File: config.mk
export PLATFORM = sky130hd
export DESIGN_NAME = cdb_arbiter
export DESIGN_NICKNAME = d
export VERILOG_FILES = /design/src/rtl/cdb_arbiter_pkg.sv /design/src/rtl/cdb_slot.sv /design/src/rtl/cdb_arbiter.sv
export SDC_FILE = /design/constraint.sdc
export NUM_CORES = 1
export LEC_CHECK = 0
export BUFFER_PORTS_ARGS = -buffer_cell sky130_fd_sc_hd__buf_2
export CAP_MARGIN = 20
export CORE_UTILIZATION = 57
export CTS_BUF_LIST = sky130_fd_sc_hd__clkbuf_4 sky130_fd_sc_hd__clkbuf_8 sky130_fd_sc_hd__clkbuf_16
export CTS_CLUSTER_SIZE = 14
export DETAILED_ROUTE_END_ITERATION = 12
export GPL_TIMING_DRIVEN = 1
export PLACE_DENSITY = 0.95
export SYNTH_ARGS = -nofsm -noshare
export SYNTH_HDL_FRONTEND = slang
export SYNTH_SLANG_ARGS = --single-unit
File: constraint.sdc
create_clock -name clk -period 3.2 [get_ports clk]
set_clock_uncertainty 0.2 [all_clocks]
set_input_delay 0.16 -clock clk [delete_from_list [all_inputs] [get_ports clk]]
set_output_delay 0.16 -clock clk [all_outputs]
set_load 0.1 [all_outputs]
File: src/rtl/cdb_arbiter_pkg.sv
// Shared widths and source encoding for the CDB arbiter and its holding slots.
package cdb_arbiter_pkg;
    localparam int ROB_LEN  = 5;
    localparam int DATA_LEN = 32;
    localparam int ADDR_LEN = 32;

    localparam logic CDB_ALU = 1'b0;
    localparam logic CDB_LSB = 1'b1;
endpackage

File: src/rtl/cdb_slot.sv
// One-entry holding slot: full flag plus payload, with load/drain/flush controls.
module cdb_slot
    import cdb_arbiter_pkg::*;
(
    input  logic                clk,
    input  logic                reset,
    input  logic                i_load,
    input  logic                i_drain,
    input  logic                i_flush,
    input  logic [ROB_LEN-1:0]  i_robpos,
    input  logic [DATA_LEN-1:0] i_val,
    input  logic                i_isjump,
    input  logic [ADDR_LEN-1:0] i_jumpto,
    output logic                o_full,
    output logic [ROB_LEN-1:0]  o_robpos,
    output logic [DATA_LEN-1:0] o_val,
    output logic                o_isjump,
    output logic [ADDR_LEN-1:0] o_jumpto
);
    logic                r_full;
    logic [ROB_LEN-1:0]  r_robpos;
    logic [DATA_LEN-1:0] r_val;
    logic                r_isjump;
    logic [ADDR_LEN-1:0] r_jumpto;

    // Load wins over drain so a drain/reload edge keeps the slot full.
    always_ff @(posedge clk or negedge reset) begin
        if (!reset) begin
            r_full   <= 1'b0;
            r_robpos <= '0;
            r_val    <= '0;
            r_isjump <= 1'b0;
            r_jumpto <= '0;
        end else if (i_flush) begin
            r_full <= 1'b0;
        end else if (i_load) begin
            r_full   <= 1'b1;
            r_robpos <= i_robpos;
            r_val    <= i_val;
            r_isjump <= i_isjump;
            r_jumpto <= i_jumpto;
        end else if (i_drain) begin
            r_full <= 1'b0;
        end
    end

    assign o_full   = r_full;
    assign o_robpos = r_robpos;
    assign o_val    = r_val;
    assign o_isjump = r_isjump;
    assign o_jumpto = r_jumpto;
endmodule

File: src/rtl/cdb_arbiter.sv
// Round-robin sharing of the registered CDB between the ALU and the LSB,
// one result per cycle, flushed by clear and frozen while ready is low.
module cdb_arbiter
    import cdb_arbiter_pkg::*;
(
    input  logic                clk,
    input  logic                reset,
    input  logic                ready,
    input  logic                clear,
    input  logic                alu_valid,
    output logic                alu_ready,
    input  logic [ROB_LEN-1:0]  alu_robpos,
    input  logic [DATA_LEN-1:0] alu_val,
    input  logic                alu_isjump,
    input  logic [ADDR_LEN-1:0] alu_jumpto,
    input  logic                lsb_valid,
    output logic                lsb_ready,
    input  logic [ROB_LEN-1:0]  lsb_robpos,
    input  logic [DATA_LEN-1:0] lsb_val,
    output logic                cdb_flag,
    output logic                cdb_src,
    output logic [ROB_LEN-1:0]  cdb_robpos,
    output logic [DATA_LEN-1:0] cdb_val,
    output logic                cdb_isjump,
    output logic [ADDR_LEN-1:0] cdb_jumpto
);
    logic                w_alu_full, w_lsb_full;
    logic [ROB_LEN-1:0]  w_alu_robpos, w_lsb_robpos;
    logic [DATA_LEN-1:0] w_alu_val, w_lsb_val;
    logic                w_alu_isjump, w_lsb_isjump;
    logic [ADDR_LEN-1:0] w_alu_jumpto, w_lsb_jumpto;
    logic                w_grant_alu, w_grant_lsb, w_advance, w_flush;

    logic                r_last;
    logic                r_cdb_flag, r_cdb_src, r_cdb_isjump;
    logic [ROB_LEN-1:0]  r_cdb_robpos;
    logic [DATA_LEN-1:0] r_cdb_val;
    logic [ADDR_LEN-1:0] r_cdb_jumpto;

    assign w_grant_alu = w_alu_full && (!w_lsb_full || r_last == CDB_LSB);
    assign w_grant_lsb = w_lsb_full && (!w_alu_full || r_last == CDB_ALU);
    assign w_advance   = ready && !clear;
    assign w_flush     = ready && clear;

    // Readiness never looks at x_valid, so no valid-to-CDB combinational path.
    assign alu_ready = reset && w_advance && (!w_alu_full || w_grant_alu);
    assign lsb_ready = reset && w_advance && (!w_lsb_full || w_grant_lsb);

    cdb_slot u_alu_slot (
        .clk(clk), .reset(reset),
        .i_load(alu_valid && alu_ready), .i_drain(w_advance && w_grant_alu), .i_flush(w_flush),
        .i_robpos(alu_robpos), .i_val(alu_val), .i_isjump(alu_isjump), .i_jumpto(alu_jumpto),
        .o_full(w_alu_full), .o_robpos(w_alu_robpos), .o_val(w_alu_val),
        .o_isjump(w_alu_isjump), .o_jumpto(w_alu_jumpto)
    );

    cdb_slot u_lsb_slot (
        .clk(clk), .reset(reset),
        .i_load(lsb_valid && lsb_ready), .i_drain(w_advance && w_grant_lsb), .i_flush(w_flush),
        .i_robpos(lsb_robpos), .i_val(lsb_val), .i_isjump(1'b0), .i_jumpto('0),
        .o_full(w_lsb_full), .o_robpos(w_lsb_robpos), .o_val(w_lsb_val),
        .o_isjump(w_lsb_isjump), .o_jumpto(w_lsb_jumpto)
    );

    always_ff @(posedge clk or negedge reset) begin
        if (!reset) begin
            r_last       <= CDB_LSB;
            r_cdb_flag   <= 1'b0;
            r_cdb_src    <= 1'b0;
            r_cdb_robpos <= '0;
            r_cdb_val    <= '0;
            r_cdb_isjump <= 1'b0;
            r_cdb_jumpto <= '0;
        end else if (!ready) begin
            r_cdb_flag <= 1'b0;
        end else if (clear) begin
            r_cdb_flag <= 1'b0;
            r_last     <= CDB_LSB;
        end else if (w_grant_alu) begin
            r_cdb_flag   <= 1'b1;
            r_cdb_src    <= CDB_ALU;
            r_cdb_robpos <= w_alu_robpos;
            r_cdb_val    <= w_alu_val;
            r_cdb_isjump <= w_alu_isjump;
            r_cdb_jumpto <= w_alu_jumpto;
            r_last       <= CDB_ALU;
        end else if (w_grant_lsb) begin
            r_cdb_flag   <= 1'b1;
            r_cdb_src    <= CDB_LSB;
            r_cdb_robpos <= w_lsb_robpos;
            r_cdb_val    <= w_lsb_val;
            r_cdb_isjump <= w_lsb_isjump;
            r_cdb_jumpto <= w_lsb_jumpto;
            r_last       <= CDB_LSB;
        end else begin
            r_cdb_flag <= 1'b0;
        end
    end

    assign cdb_flag   = r_cdb_flag;
    assign cdb_src    = r_cdb_src;
    assign cdb_robpos = r_cdb_robpos;
    assign cdb_val    = r_cdb_val;
    assign cdb_isjump = r_cdb_isjump;
    assign cdb_jumpto = r_cdb_jumpto;
endmodule

==> metrics.txt <==
relative slew slack=0.3899; number of global-route vias before repair=6545; drt first pass iters=5; initial antenna violation count=1; Critical Path AT=2.36 ns; worst-path fanout max=27; global placer's final weighted congestion=0.8666; number of antenna-violating nets in the routed design=0; Fmax=0.3677 GHz; max-slew violation count=0; sw frac=0.4539; CTS tree=done; crit start category=input pin; Comb pwr share=0.403; adder-cell share of the synthesized area=0; fin crit share=0.8498; mux share of post-synthesis cell area=0.1663; nets=943; worst reg2reg setup slack=0.73 ns; Mapped Nets=656; largest net degree at the start of global routing=77; Util after Layout=0.8218; CTS max path bufs=2; Die X-Extent=114.7 um; Avg Inst Size Synth=13.34 um2; synthesized area=0.007246 mm2; post-cts resize count=0; Leakage=4.605 nW; Setup TNS Final=0 ns; largest area contributor in the netlist=dfrtp_1; CTS clock-pin slew for the worst setup and hold paths=0.06 ns; worst vdd ir=732.0 uV; Fill cells=641; Vias=6114; xor/xnor cell area share of the yosys netlist=0; worst r2r path cells=4; IO Port Bufs=186; final wirelength=22230 um; cell row count=40; total grt overflow=0; share of layout cells above drive strength 1=0.4033; Post-Synth Simple-Gate Area=0.03764; FF-to-FF Start=u_alu_slot.o_full; Die Y=114.7 um; critical path startpoint=ready; Area Overhead vs Synth=38.51%; # DRC=0; Clock power frac=0.228; worst r2r dst=u_lsb_slot.o_val[24]; Starting DRT DRC Count=556; hold crit path type=input pin to async pin; Synth top area share=0.6251; worst slew pin tran=0.9152 ns; TritonCTS Buffers=17; GRT Total Usage=0.3563; H-tree depth=4; Crit Path Category=input pin to output pin; Pwr per Cell Area=893.2 mW/mm2; sequential element share of the synthesized area=0.6287; Setup violations, final=0; die area=0.01317 mm2; first-pass GRT wire length=34460 um; Synth warnings=0; Post-CTS Setup Bufs=0; data required time of the worst path=2.84 ns; Initial Util=0.5933; largest family of logic cells by synthesized area=multiplexers; Yosys reg bits=182; max-capacitance violation count=0; clk_lat worst skew=0.43 ns; Pwr Total=8.964 mW; result of the run=complete, no violations; Crit. End Element=output pin; RSZ-0062 raised after global routing=false; top post-synthesis cells by area=dfrtp_1, mux2_2, a22o_1, a31oi_1, a21oi_1; internal power=4.896 mW; vias per cell=6.036; CTS Root Cell=clkbuf_16; Yosys cell types=28; Num Clock Sinks=182; sequential power share=0.369; Period minus WS final=2.719 ns; post-detail-place hpwl=11650 um; core area=0.01221 mm2; Fin. Hold Viols=0; CP Capture Point=lsb_ready; cell count after synthesis=543; I/O pin cnt=187; Synth Area in Compound Gates=0.1323; P_sw=4.069 mW; WL/cell=21.94 um
-- through the flow --
stage / area [um2] / setup WS [ns] / cells / hold WS [ns]
after global routing: 10030 / 0.4198 / 1012 / 0.07021
after floorplan: 7246 / 0.3804 / 543 / -0.3356
final: 10040 / 0.4807 / 1013 / 0.07949
after CTS: 10030 / 0.5426 / 1011 / 0.05729
after global placement: 8277 / 0.8479 / 864 / -0.2109
after detailed placement: 8304 / 0.8096 / 865 / -0.2080
-- kinds of logic (layout without fill, tap and decap cells) --
kind of cell / after synthesis / count (layout)
flip-flops: 182 / 182
AO/OA/AOI/OAI: 152 / 152
multiplexers: 107 / 107
AND/OR/NAND/NOR: 52 / 52
buffers and inverters: 50 / 350
other: 0 / 2
-- sequential cells by signal, summed over array words and instances (netlist names) --
register and cells:
u_alu_slot.o_full 1, u_alu_slot.o_val 32, u_alu_slot.o_robpos 5, cdb_flag 1, cdb_src 1, u_lsb_slot.o_val 32, cdb_isjump 1, cdb_val 32
u_alu_slot.o_isjump 1, u_alu_slot.o_jumpto 32, u_lsb_slot.o_full 1, cdb_jumpto 32, r_last 1, cdb_robpos 5, u_lsb_slot.o_robpos 5
-- final cells by class --
class / instances / area, um2 / area share
diodes: 2 / 5.005 / 0.0004987
clock buffers: 25 / 516.7 / 0.05149
clock inverters: 7 / 68.82 / 0.006857
inverters: 3 / 11.26 / 0.001122
multi-input cells: 311 / 2457 / 0.2449
flip-flops and latches: 182 / 4556 / 0.4539
well taps: 168 / 210.2 / 0.02095
repair buffers: 315 / 2211 / 0.2203
-- what timing repair did --
| item | CTS | global route |
|---|---|---|
| hold endpoints to repair | 230 | 0 |
| setup endpoints to repair | 0 | 0 |
| hold buffers | 114 | 0 |
-- power by group through the flow --
stage	sequential [mW]	clock (mW)	combinational, mW
after detailed placement	3.28	0	3.42
after floorplan	5.32	0	0.682
after global routing	3.35	2.16	3.73
after global placement	3.24	0	3.34
after CTS	3.26	2.06	3.55
final	3.31	2.05	3.61
-- Yosys cell counts --
library cell	count
a211oi_4	1
a21oi_1	39
a22o_1	33
a31oi_1	38
and2b_1	1
and3_1	1
buf_1	2
buf_2	11
buf_6	7
clkbuf_1	27
dfrtp_1	181
dfstp_2	1
inv_1	3
mux2_1	6
mux2_2	101
nand2_1	3
nand2b_1	2
nand3_1	38
nand4b_1	1
nor2_1	2
nor2b_1	2
nor3_2	1
o21ai_0	35
o21ai_1	3
o221ai_1	1
o22a_1	1
o2bb2ai_1	1
or2_2	1
-- critical path, cell delays in order --
cell and delay (ns):
dlygate4sd3_1 0.54, buf_2 0.18, nor2b_4 0.40, buf_4 0.40, and3_1 0.23, buf_2 0.43
-- worst min path at each step --
| stage | startpoint | depth (start not counted) | endpoint |
|---|---|---|---|
| finish | reset | 2 | r_last |
| global placement | reset | 1 | cdb_val[25] |
| CTS | reset | 2 | r_last |
| floorplan | reset | 0 | cdb_flag |
| global route | reset | 2 | r_last |
| detailed placement | reset | 1 | cdb_val[25] |
-- layout by cell type (no fill, tap or decap), drive strengths merged --
master,synthesis,final
nand2,3,3
dfrtp,181,181
o2bb2ai,1,1
a22o,33,33
o221ai,1,1
bufinv,0,1
nor3,1,1
buf,20,201
and2b,1,1
o21ai,38,38
clkinv,0,4
and3,1,1
clkbuf,27,25
nand4b,1,1
nand2b,2,2
mux2,107,107
dlygate4sd3,0,114
a21oi,39,39
nand3,38,38
inv,3,3
dfstp,1,1
o22a,1,1
diode,0,2
a211oi,1,1
nor2,2,2
or2,1,1
nor2b,2,2
a31oi,38,38
clkinvlp,0,2
-- routing by layer --
metal	share of wire	GRT usage	wire, um	vias to the layer above
li1	-	-	-	2567
met1	0.36	0.4012	7903	3050
met2	0.52	0.6081	11640	363
met3	0.063	0.09910	1410	134
met4	0.057	0.2156	1273	0
met5	0	0	0	-
No activity file was read; power rests on OpenSTA's default activity.
